### src/rtl/uart_tx_arbiter.sv
// Two-requester byte arbiter in front of a UART transmitter: one FIFO per requester,
// round-robin selection, and one frame in flight at a time.
module uart_tx_arbiter #(
    parameter int unsigned DEPTH = 4
) (
    input  logic       clk,
    input  logic       n_reset,
    input  logic       req0_valid,
    input  logic [7:0] req0_data,
    output logic       req0_ready,
    input  logic       req1_valid,
    input  logic [7:0] req1_data,
    output logic       req1_ready,
    output logic       tx_write,
    output logic [7:0] tx_data,
    input  logic       tx_finished,
    output logic       busy,
    output logic       grant
);

    localparam int unsigned AW = $clog2(DEPTH);
    localparam int unsigned PW = AW + 1;

    typedef enum logic [0:0] {
        StIdle,
        StBusy
    } state_e;

    state_e        state_q;
    logic          tx_write_q;
    logic [7:0]    tx_data_q;
    logic          grant_q;
    logic          busy_q;

    logic [1:0]    valid;
    logic [1:0]    ready_q;
    logic [1:0]    push;
    logic [1:0]    pop;
    logic [1:0]    empty;
    logic [1:0]    full_d;
    logic [7:0]    wdata    [2];
    logic [7:0]    mem_q    [2][DEPTH];
    logic [PW-1:0] wr_ptr_q [2];
    logic [PW-1:0] rd_ptr_q [2];
    logic [PW-1:0] wr_ptr_d [2];
    logic [PW-1:0] rd_ptr_d [2];

    logic          any_pending;
    logic          sel;
    logic [7:0]    head;

    assign valid    = {req1_valid, req0_valid};
    assign wdata[0] = req0_data;
    assign wdata[1] = req1_data;

    // Ready may still be high on the first reset edge; never let that become a push.
    assign push = valid & ready_q & {2{n_reset}};

    always_comb begin
        for (int i = 0; i < 2; i++) begin
            empty[i] = (wr_ptr_q[i] == rd_ptr_q[i]);
        end
    end

    assign any_pending = ~&empty;
    // Both pending: alternate away from the last grant; otherwise take the non-empty one.
    assign sel  = (~empty[0] & ~empty[1]) ? ~grant_q : empty[0];
    assign head = mem_q[sel][rd_ptr_q[sel][AW-1:0]];
    assign pop  = (state_q == StIdle && any_pending && n_reset) ? (sel ? 2'b10 : 2'b01) : 2'b00;

    always_comb begin
        for (int i = 0; i < 2; i++) begin
            wr_ptr_d[i] = wr_ptr_q[i] + PW'(push[i]);
            rd_ptr_d[i] = rd_ptr_q[i] + PW'(pop[i]);
            full_d[i]   = (wr_ptr_d[i][AW] != rd_ptr_d[i][AW]) &&
                          (wr_ptr_d[i][AW-1:0] == rd_ptr_d[i][AW-1:0]);
        end
    end

    always_ff @(posedge clk) begin
        if (!n_reset) begin
            for (int i = 0; i < 2; i++) begin
                wr_ptr_q[i] <= '0;
                rd_ptr_q[i] <= '0;
                ready_q[i]  <= 1'b0;
            end
        end else begin
            for (int i = 0; i < 2; i++) begin
                wr_ptr_q[i] <= wr_ptr_d[i];
                rd_ptr_q[i] <= rd_ptr_d[i];
                ready_q[i]  <= ~full_d[i];
            end
        end
    end

    always_ff @(posedge clk) begin
        for (int i = 0; i < 2; i++) begin
            if (push[i]) begin
                mem_q[i][wr_ptr_q[i][AW-1:0]] <= wdata[i];
            end
        end
    end

    always_ff @(posedge clk) begin
        if (!n_reset) begin
            state_q    <= StIdle;
            tx_write_q <= 1'b0;
            tx_data_q  <= 8'h00;
            grant_q    <= 1'b1;
            busy_q     <= 1'b0;
        end else begin
            unique case (state_q)
                StIdle: begin
                    if (any_pending) begin
                        tx_data_q  <= head;
                        grant_q    <= sel;
                        tx_write_q <= 1'b1;
                        busy_q     <= 1'b1;
                        state_q    <= StBusy;
                    end
                end
                StBusy: begin
                    tx_write_q <= 1'b0;
                    if (tx_finished) begin
                        busy_q  <= 1'b0;
                        state_q <= StIdle;
                    end
                end
            endcase
        end
    end

    assign req0_ready = ready_q[0];
    assign req1_ready = ready_q[1];
    assign tx_write   = tx_write_q;
    assign tx_data    = tx_data_q;
    assign busy       = busy_q;
    assign grant      = grant_q;

endmodule

### config.mk
export PLATFORM = sky130hd
export DESIGN_NAME = uart_tx_arbiter
export DESIGN_NICKNAME = d
export VERILOG_FILES = /design/src/rtl/uart_tx_arbiter.sv
export SDC_FILE = /design/constraint.sdc
export NUM_CORES = 1
export LEC_CHECK = 0
export ABC_AREA = 1
export BUFFER_PORTS_ARGS = -buffer_cell sky130_fd_sc_hd__buf_2
export CORE_MARGIN = 10
export CORE_UTILIZATION = 61
export DETAILED_ROUTE_END_ITERATION = 8
export MAX_ROUTING_LAYER = met4
export PLACE_DENSITY = 0.81
export SLEW_MARGIN = 5
export SYNTH_ARGS = -nofsm -noshare
export SYNTH_HDL_FRONTEND = slang
export SYNTH_SLANG_ARGS = --single-unit
### constraint.sdc
create_clock -name clk -period 5.3 [get_ports clk]
set_input_delay 1.06 -clock clk [delete_from_list [all_inputs] [get_ports clk]]
set_output_delay 1.06 -clock clk [all_outputs]
set_load 0.02 [all_outputs]
==> impl.org, run 1 <==
** STA
- Achievable frequency :: 291.9 MHz
- Setup repair after global routing left no endpoint under its margin.
- Shortest clock period the worst path allows after layout :: 3.425 ns
- Slew at the pin closest to its max-slew limit :: 0.9849 ns
- Between clock sinks in the finished design, the worst skew comes to 0.01130 ns.
- Summed over all failing endpoints, the final setup total negative slack is 0 ns.
- The hold violation total from the final report came to 0.
- The final number of max-transition violations was 0.
- The worst pin sits at a relative slew slack of 0.3398.
- Setup violators final :: 0
- Of the available clock period, the critical path in the final layout requires 0.6463.

** Synth
- Yosys mapped the design onto 28 distinct sky130hd cell types.
- For this run, the leading register cell type out of synthesis is sky130_fd_sc_hd__edfxtp_1.
- The average instance in the mapped netlist occupies 9.507 um^2.
- Number of instances in the synthesized netlist :: 416
- Ys async rst share :: 0
- Counting flops with a built-in enable in the synthesized netlist gives 64.
- Number of warning messages in the yosys log :: 0
- Number of synthesized register bits :: 90
- Of the synthesized area, sequential elements account for 0.6175.
- Post-Syn Nets :: 445
- Summed instance area of the synthesized netlist :: 0.003955 mm^2

** Pwr
- Of the total power, registers draw 0.542.
- The share of total power dissipated in combinational logic is 0.181.
- The share of total power dissipated in the clock network is 0.277.
- Of the total power, the share spent switching nets is 0.2947.
- The internal portion of the total power is 0.001054 W.
- Power spread over the standard cell area amounts to 343.8 mW/mm^2.
- VDD IR-drop max :: 0.0002445 V
- Leakage component of the power :: 2.036 nW
- Power comes to 0.001494 W.
- In this run the power spent charging and discharging nets is 0.0004402 W.

** GRT
- Largest net degree at the start of global routing :: 39
- The number of antenna violations at the first check in global routing came to 0.
- The first global-routing pass estimated 13580 um of wire.
- The number of global-route vias before repair is 2802.
- Global routing usage summed across all routing layers :: 0.1779
- Global route total overflow :: 0

** Place
- Once detailed placement completed, the half-perimeter wirelength came to 5664 um.
- The congestion estimate from routability-driven global placement came to 0.8692.
- Port buffering added 33 buffers.

** Setup path
- R2r worst-path depth :: 11
- Type of the worst setup path :: reg2reg
- In this run the critical register-to-register path is captured at ready_q[1]$_SDFF_PN0_.
- The worst setup path is launched from a flop.
- In this run the critical register-to-register path is launched from wr_ptr_q[0][1]$_SDFF_PN0_.
- Top cell family by delay on the critical path :: simple AND/OR/NAND/NOR gates
- Data on the critical path arrives at its endpoint at 3.68 ns.
- For this design, the slowest cell found on the critical path is sky130_fd_sc_hd__nor2_1.
- The signal on the critical path passes through xnor2_1 > nand3_2 > nor2_1 > nor2_1 > nand2_1 > a21oi_1 > ha_1 > ha_1 > xor2_1 > o41ai_1 > inv_1.
- STA puts the critical path data required time at 5.56 ns.
- Slowest stage delay, CP :: 0.53 ns
- Flop-to-flop setup slack :: 1.87 ns
- The number of buffers and inverters on the critical path is 1.
- Element type at the critical path end :: flop
- Along the worst path, the maximum fanout reaches 37.

** Routing
- The routed design has 8407 um of wire.
- Per-cell routed wire length :: 15.89 um
- After detailed routing, the number of vias per cell comes to 5.444.
- In the routed design, unresolved DRC markers number 0.
- The count of nets left with antenna violations once routing finished came out at 0.
- Number of iterations in the first detailed-routing pass :: 5
- The detailed router finished its first iteration with 269 violations.
- The routed layout has 2880 vias.

** Clock tree
- The H-tree generated during clock tree synthesis spans 3 levels.
- In this run, CTS created clock tree buffers numbering 9.
- Clock tree from TritonCTS :: yes
- Root buf cell :: sky130_fd_sc_hd__clkbuf_8
- Setup Buffers After CTS :: 0
- Gates resized, CTS repair :: 0
- Counting along the longest clock path gives a buffer depth of 2.
- Num Clock Sinks :: 90
- Hold buffer count at cts :: 0
- Clock slew at the register clock pins of the worst setup and hold paths :: 0.09 ns
- Clock latency on the worst-skew pair, taken at its later pin, is 0.36 ns.

** Finish
- In the layout the commonest cells are 174 x sky130_fd_sc_hd__nand2_1, 64 x sky130_fd_sc_hd__edfxtp_1, 43 x sky130_fd_sc_hd__nand3_1.
- After filler insertion, the fill cell instance count of the layout stands at 466.
- Layout cells sized above 1 :: 0.1438
- Most frequent standard cell in the layout excluding fill and tap cells :: sky130_fd_sc_hd__nand2_1
- The number of antenna diodes in the final layout is 0.
- Final layout net count :: 476
- Synth-to-Final Area Change :: 9.870%

** Worst hold path
- In this run the most critical hold path is launched from busy$_SDFFE_PN0P_.
- Hold Path Cell Cnt :: 2
- For hold timing, the worst endpoint is busy$_SDFFE_PN0P_.
- The worst hold path belongs to the class reg2reg.

** Floorplanning
- Count of boundary I/O pins :: 34
- Initial core utilization :: 0.6264
- The die is 100.5 um wide.
- The floorplan step defined a core boundary enclosing 0.006314 mm^2.
- The die covers 0.01010 mm^2.
- Measured along the y axis, the die boundary spans 100.5 um.
- Standard-cell rows :: 29

** Run status
- Result of the run :: finished, final reports clean

** Run
- Number of violations of the max-capacitance limit :: 0
## cells in the mapped netlist, drive strengths merged, types with 4 or more instances
master / instances / share of area
nand2: 178 / 0.17
edfxtp: 64 / 0.49
nand3: 45 / 0.059
inv: 38 / 0.036
dfxtp: 26 / 0.13
nor2: 12 / 0.011
buf: 10 / 0.017
ha: 8 / 0.025
nor3: 8 / 0.010
xnor2: 8 / 0.018
clkbuf: 6 / 0.0057
xor2: 4 / 0.0089
## cells by family after synthesis
kind of cell | Yosys count | share of synthesized area
simple gates | 245 | 0.2572
flops | 90 | 0.6175
fa+ha+maj | 8 | 0.02531
xor+xnor | 12 | 0.02657
buf+inv | 54 | 0.05884
compound gates | 7 | 0.01455
## routing by layer
metal,track usage,part of all wire,vias to the layer above
met5,-,0,-
met4,0.1076,0.041,0
met3,0.03361,0.069,27
met2,0.2799,0.47,119
met1,0.2075,0.42,1332
li1,-,-,1402
## registers in the layout, indices dropped and copies added (netlist names)
name      cells
wr_ptr_q      6
rd_ptr_q      6
busy          1
grant         1
tx_write      1
state_q       1
mem_q        64
ready_q       2
tx_data       8
## power by group through the flow
stage	clock network, W	registers [W]	logic, W
final	0.000414	0.000809	0.000271
after global routing	0.000444	0.000813	0.000306
after CTS	0.000416	0.000809	0.000270
after global placement	0	0.000824	0.000261
after detailed placement	0	0.000826	0.000268
after floorplan	0	0.000852	0.000166
## worst reg2reg max path, cell delays in order, from the launching register on
cell                      delay [ns]
sky130_fd_sc_hd__dfxtp_1        0.42
sky130_fd_sc_hd__xnor2_1        0.11
sky130_fd_sc_hd__nand3_2        0.52
sky130_fd_sc_hd__nor2_1         0.12
sky130_fd_sc_hd__nor2_1         0.53
sky130_fd_sc_hd__nand2_1        0.42
sky130_fd_sc_hd__a21oi_1        0.23
sky130_fd_sc_hd__ha_1           0.17
sky130_fd_sc_hd__ha_1           0.25
sky130_fd_sc_hd__xor2_1         0.15
sky130_fd_sc_hd__o41ai_1        0.34
sky130_fd_sc_hd__inv_1          0.07
## how the worst max path moves through the flow
stage                                          from                    end  slack [ns]  depth (start not counted)
final                     wr_ptr_q[0][1]$_SDFF_PN0_  ready_q[1]$_SDFF_PN0_        1.87                         11
after global routing      wr_ptr_q[0][1]$_SDFF_PN0_  ready_q[1]$_SDFF_PN0_        1.45                         12
after CTS                 wr_ptr_q[0][1]$_SDFF_PN0_  ready_q[1]$_SDFF_PN0_        1.88                         11
after detailed placement  wr_ptr_q[0][1]$_SDFF_PN0_  ready_q[1]$_SDFF_PN0_        1.90                         11
after global placement    wr_ptr_q[0][1]$_SDFF_PN0_  ready_q[1]$_SDFF_PN0_        2.01                         11
after floorplan                             n_reset  ready_q[1]$_SDFF_PN0_        2.74                          8
## area by class of cell
| type | instances | area, um^2 | share of cell area |
|---|---|---|---|
| Timing Repair Buffer | 36 | 187.7 | 0.04319 |
| Sequential cell | 90 | 2442 | 0.5620 |
| Multi-Input combinational cell | 272 | 1305 | 0.3003 |
| Tap cell | 77 | 96.34 | 0.02217 |
| Clock buffer | 11 | 141.4 | 0.03254 |
| Inverter | 38 | 142.6 | 0.03282 |
| Clock inverter | 5 | 30.03 | 0.006910 |
## stage by stage
step | setup slack, ns | utilization | hold WS, ns | instance area (um^2) | std cells
after global placement | 2.012 | 0.6611 | 0.4594 | 4174 | 513
after floorplan | 2.736 | - | 0.4758 | 3955 | 416
final | 1.875 | 0.6883 | 0.5021 | 4345 | 529
after global routing | 1.451 | 0.6883 | 0.5223 | 4345 | 529
after CTS | 1.875 | 0.6883 | 0.5043 | 4345 | 529
after detailed placement | 1.905 | 0.6611 | 0.4829 | 4174 | 513
(Power assumes the default switching activity.)
==> run 2: changes to the inputs <==
--- a/config.mk
+++ b/config.mk
@@ -8,10 +8,10 @@
 export ABC_AREA = 1
 export BUFFER_PORTS_ARGS = -buffer_cell sky130_fd_sc_hd__buf_2
 export CORE_MARGIN = 10
-export CORE_UTILIZATION = 61
+export CORE_UTILIZATION = 53
 export DETAILED_ROUTE_END_ITERATION = 8
 export MAX_ROUTING_LAYER = met4
-export PLACE_DENSITY = 0.81
+export PLACE_DENSITY = 0.75
 export SLEW_MARGIN = 5
 export SYNTH_ARGS = -nofsm -noshare
 export SYNTH_HDL_FRONTEND = slang
==> constraint.sdc (replaced) <==
create_clock -name clk -period 3.14 [get_ports clk]
set_input_delay 0.628 -clock clk [delete_from_list [all_inputs] [get_ports clk]]
set_output_delay 0.628 -clock clk [all_outputs]
set_load 0.02 [all_outputs]
==> run 2 against run 1 <==
  * Clock-buffer cell count shrank 2
  * First-iteration DRC count shrank 25%
  * Routed wire length grew 0.64%
  * Global-route usage shrank 1.8 points
  * Register-to-register slack lost 1.2 ns
  * Non-clock buffer count grew 10
  * Highest routed layer unchanged
  * Largest power group unchanged
  * Combinational power grew 73%
  * Final area grew 2.8%
  * Largest cell class unchanged
  * Critical endpoint unchanged
  * Clock power grew 110%
  * Fmax grew 37%
  * Total power grew 79%
  * Sequential share of layout area shrank 1.5 points
==> impl.org, run 2 (synthesis results as in run 1) <==
** Run status
- Result of the run :: finished, final reports clean

** Routing
- DRC Markers :: 0
- First-iteration detailed-routing DRC count :: 203
- Per-cell routed wire length :: 15.11 um
- Vias per cell :: 5.064
- Number of vias after detailed routing :: 2836
- The pre-antenna-repair detailed-routing pass consisted of 5 iterations.
- Number of antenna-violating nets in the routed design :: 0
- For this block, the routed nets add up to 8461 um of wire.

** Pwr
- Total power per unit cell area :: 599.8 mW/mm^2
- The worst-case IR drop observed on VDD is 0.0003067 V.
- Summed over all cells, the static leakage comes to 2.105 nW.

** STA
- Setup violators final :: 0
- Setup repair after global routing left no endpoint under its margin.
- Setup_tns :: 0 ns
- Final slew viol count :: 0
- The hold violation total from the final report was 0.
- The clock arrives with 0.01229 ns of skew.
- Across all hold checks on the routed design, the worst slack comes to 0.4743 ns.
- In this run the tightest slew margin relative to its limit is 0.6104.
- Setup slack closes at 0.6316 ns.
- At the pin with the least slew margin, the transition time is 0.5830 ns.
- Tcrit/Tclk final :: 0.7989
- Achievable frequency :: 398.7 MHz
- Shortest clock period the worst path allows after layout :: 2.508 ns

** Clock tree
- The tree is rooted in a sky130_fd_sc_hd__clkbuf_8.
- In this run the deepest clock path goes through 2 buffers.
- TritonCTS built the clock tree.
- The number of setup buffers added after CTS is 0.
- The number of clock buffers added by TritonCTS is 9.
- In this run, post-CTS repair resized a total of 0 instances.
- CTS saw 90 sinks.
- After clock tree synthesis, the clock-pin slew on the worst setup and hold paths is 0.09 ns.
- Hold buffer count at cts :: 0
- Clock latency of the later-clocked register in the worst-skew pair :: 0.35 ns
- The H-tree was split into 3 levels.

** Finish
- Number of antenna repair diodes :: 0
- Post-route standard cell area excluding fillers :: 0.004466 mm^2
- The library cell used most frequently in the layout, excluding fill and tap cells, is sky130_fd_sc_hd__nand2_1.
- Synth-to-Final Area Change :: 12.91%
- Leaving out filler cells and counting taps, the final layout contains 560.
- Of the cells placed in the final design, the portion with a size suffix greater than 1 is 0.1540.
- Multi-input gate area :: 0.001280 mm^2
- Number of flip-flops in the largest register :: 64
- Final layout net count :: 486
- Sequential Area :: 0.002442 mm^2
- Highest-count cells in the layout ignoring fill and taps :: 174 x sky130_fd_sc_hd__nand2_1, 64 x sky130_fd_sc_hd__edfxtp_1, 43 x sky130_fd_sc_hd__nand3_1
- Number of inserted filler cells in the final layout :: 624

** Floorplanning
- Placeable core area :: 0.007253 mm^2
- From bottom edge to top edge, the die measures 106.4 um.
- During I/O placement, the number of pins put on the boundary was 34.
- Die area :: 0.01132 mm^2
- The die is 106.4 um wide.
- The floorplan has 31 rows.
- Initial core utilization :: 0.5453

** Worst hold path
- Type of the worst min-delay path :: reg2reg

** Setup path
- For the worst setup path, the data arrival time is 2.75 ns.
- The worst setup path is of the reg2reg kind.
- The critical path goes through xnor2_1 > nand3_2 > nor2_1 > nor2_1 > nand2_1 > a21oi_1 > ha_1 > ha_1 > xor2_1 > o41ai_1 > inv_1.
- Required time at the endpoint of the critical path :: 3.39 ns
- Type of origin of the critical path :: flop
- On the worst path, the slowest cell contributes a delay of 0.42 ns.
- STA classifies the critical path endpoint as a flop.
- In this run the worst path has a maximum fanout of 11.
- Cell type of the slowest stage on the worst timing path :: sky130_fd_sc_hd__dfxtp_1
- Number of buffers and inverters on the critical path :: 1
- Top cell family by delay on the critical path :: simple AND/OR/NAND/NOR gates

** Place
- HPWL reported at the end of detailed placement :: 5893 um
- Minimum setup slack after placement :: 0.6863 ns
- Routability-driven placement finished with a final weighted congestion of 0.8360.
- In this run the tool buffered the top-level ports with 33 buffer cells.
- Cells after DPL :: 545
- Placed Area :: 0.004252 mm^2

** Run
- The tool flagged a number of max-cap violations equal to 0.

** GRT
- Largest net degree at the start of global routing :: 37
- Number of antenna violations at the first check in global routing :: 0
- Vias in the first global route :: 2701
- Global routing usage summed across all routing layers :: 0.1594
- The first global-routing pass estimated 13900 um of wire.
- After global routing the overflow that remains totals 0.
## run 2: cell types whose count changed in the layout (fill, tap and decap cells not counted), sizes merged
cell,previous run,this run
bufinv,0,2
clkinv,3,1
clkbuf,11,9
buf,36,46
clkinvlp,2,1
inv,38,40
## run 2: path summary, 6_finish.rpt
kind,end,slack (ns),from,cells after the start
max reg2reg,ready_q[1]$_SDFF_PN0_,0.63,wr_ptr_q[0][1]$_SDFF_PN0_,11
max,ready_q[1]$_SDFF_PN0_,0.63,wr_ptr_q[0][1]$_SDFF_PN0_,11
min,tx_write$_SDFFE_PN0P_,0.47,tx_write$_SDFFE_PN0P_,2
min reg2reg,tx_write$_SDFFE_PN0P_,0.47,tx_write$_SDFFE_PN0P_,2
## run 2: final cells by class
class / instances / area share
clock buffers: 9 / 0.02774
inverters: 38 / 0.03194
repair buffers: 46 / 0.05884
well taps: 99 / 0.02774
clock inverters: 6 / 0.02017
multi-input cells: 272 / 0.2866
flip-flops and latches: 90 / 0.5469
## run 2: layer usage
metal  share of wire  up-vias  GRT usage
met2            0.48       86     0.2456
met4           0.025        0    0.06963
li1                -     1420          -
met1            0.43     1314     0.1949
met3           0.061       16    0.04046
met5               0        -          -
## run 2: through the flow
stage,power [W],utilization
after floorplan,0.001718,-
after global placement,0.001841,0.5862
after detailed placement,0.001853,0.5862
after CTS,0.002696,0.6157
after global routing,0.002826,0.6157
final,0.002679,0.6157
## run 2: power by group
| group | internal, W | switching, W |
|---|---|---|
| logic | 0.000155 | 0.000313 |
| registers | 0.00133 | 0.0000314 |
| clock network | 0.000448 | 0.000402 |
| total | 0.00193 | 0.000747 |
## run 2: tightest hold or removal path, stage by stage, from the launching register on
cell	delay, ns
sky130_fd_sc_hd__dfxtp_1	0.33
sky130_fd_sc_hd__o21ai_0	0.08
sky130_fd_sc_hd__inv_1	0.04
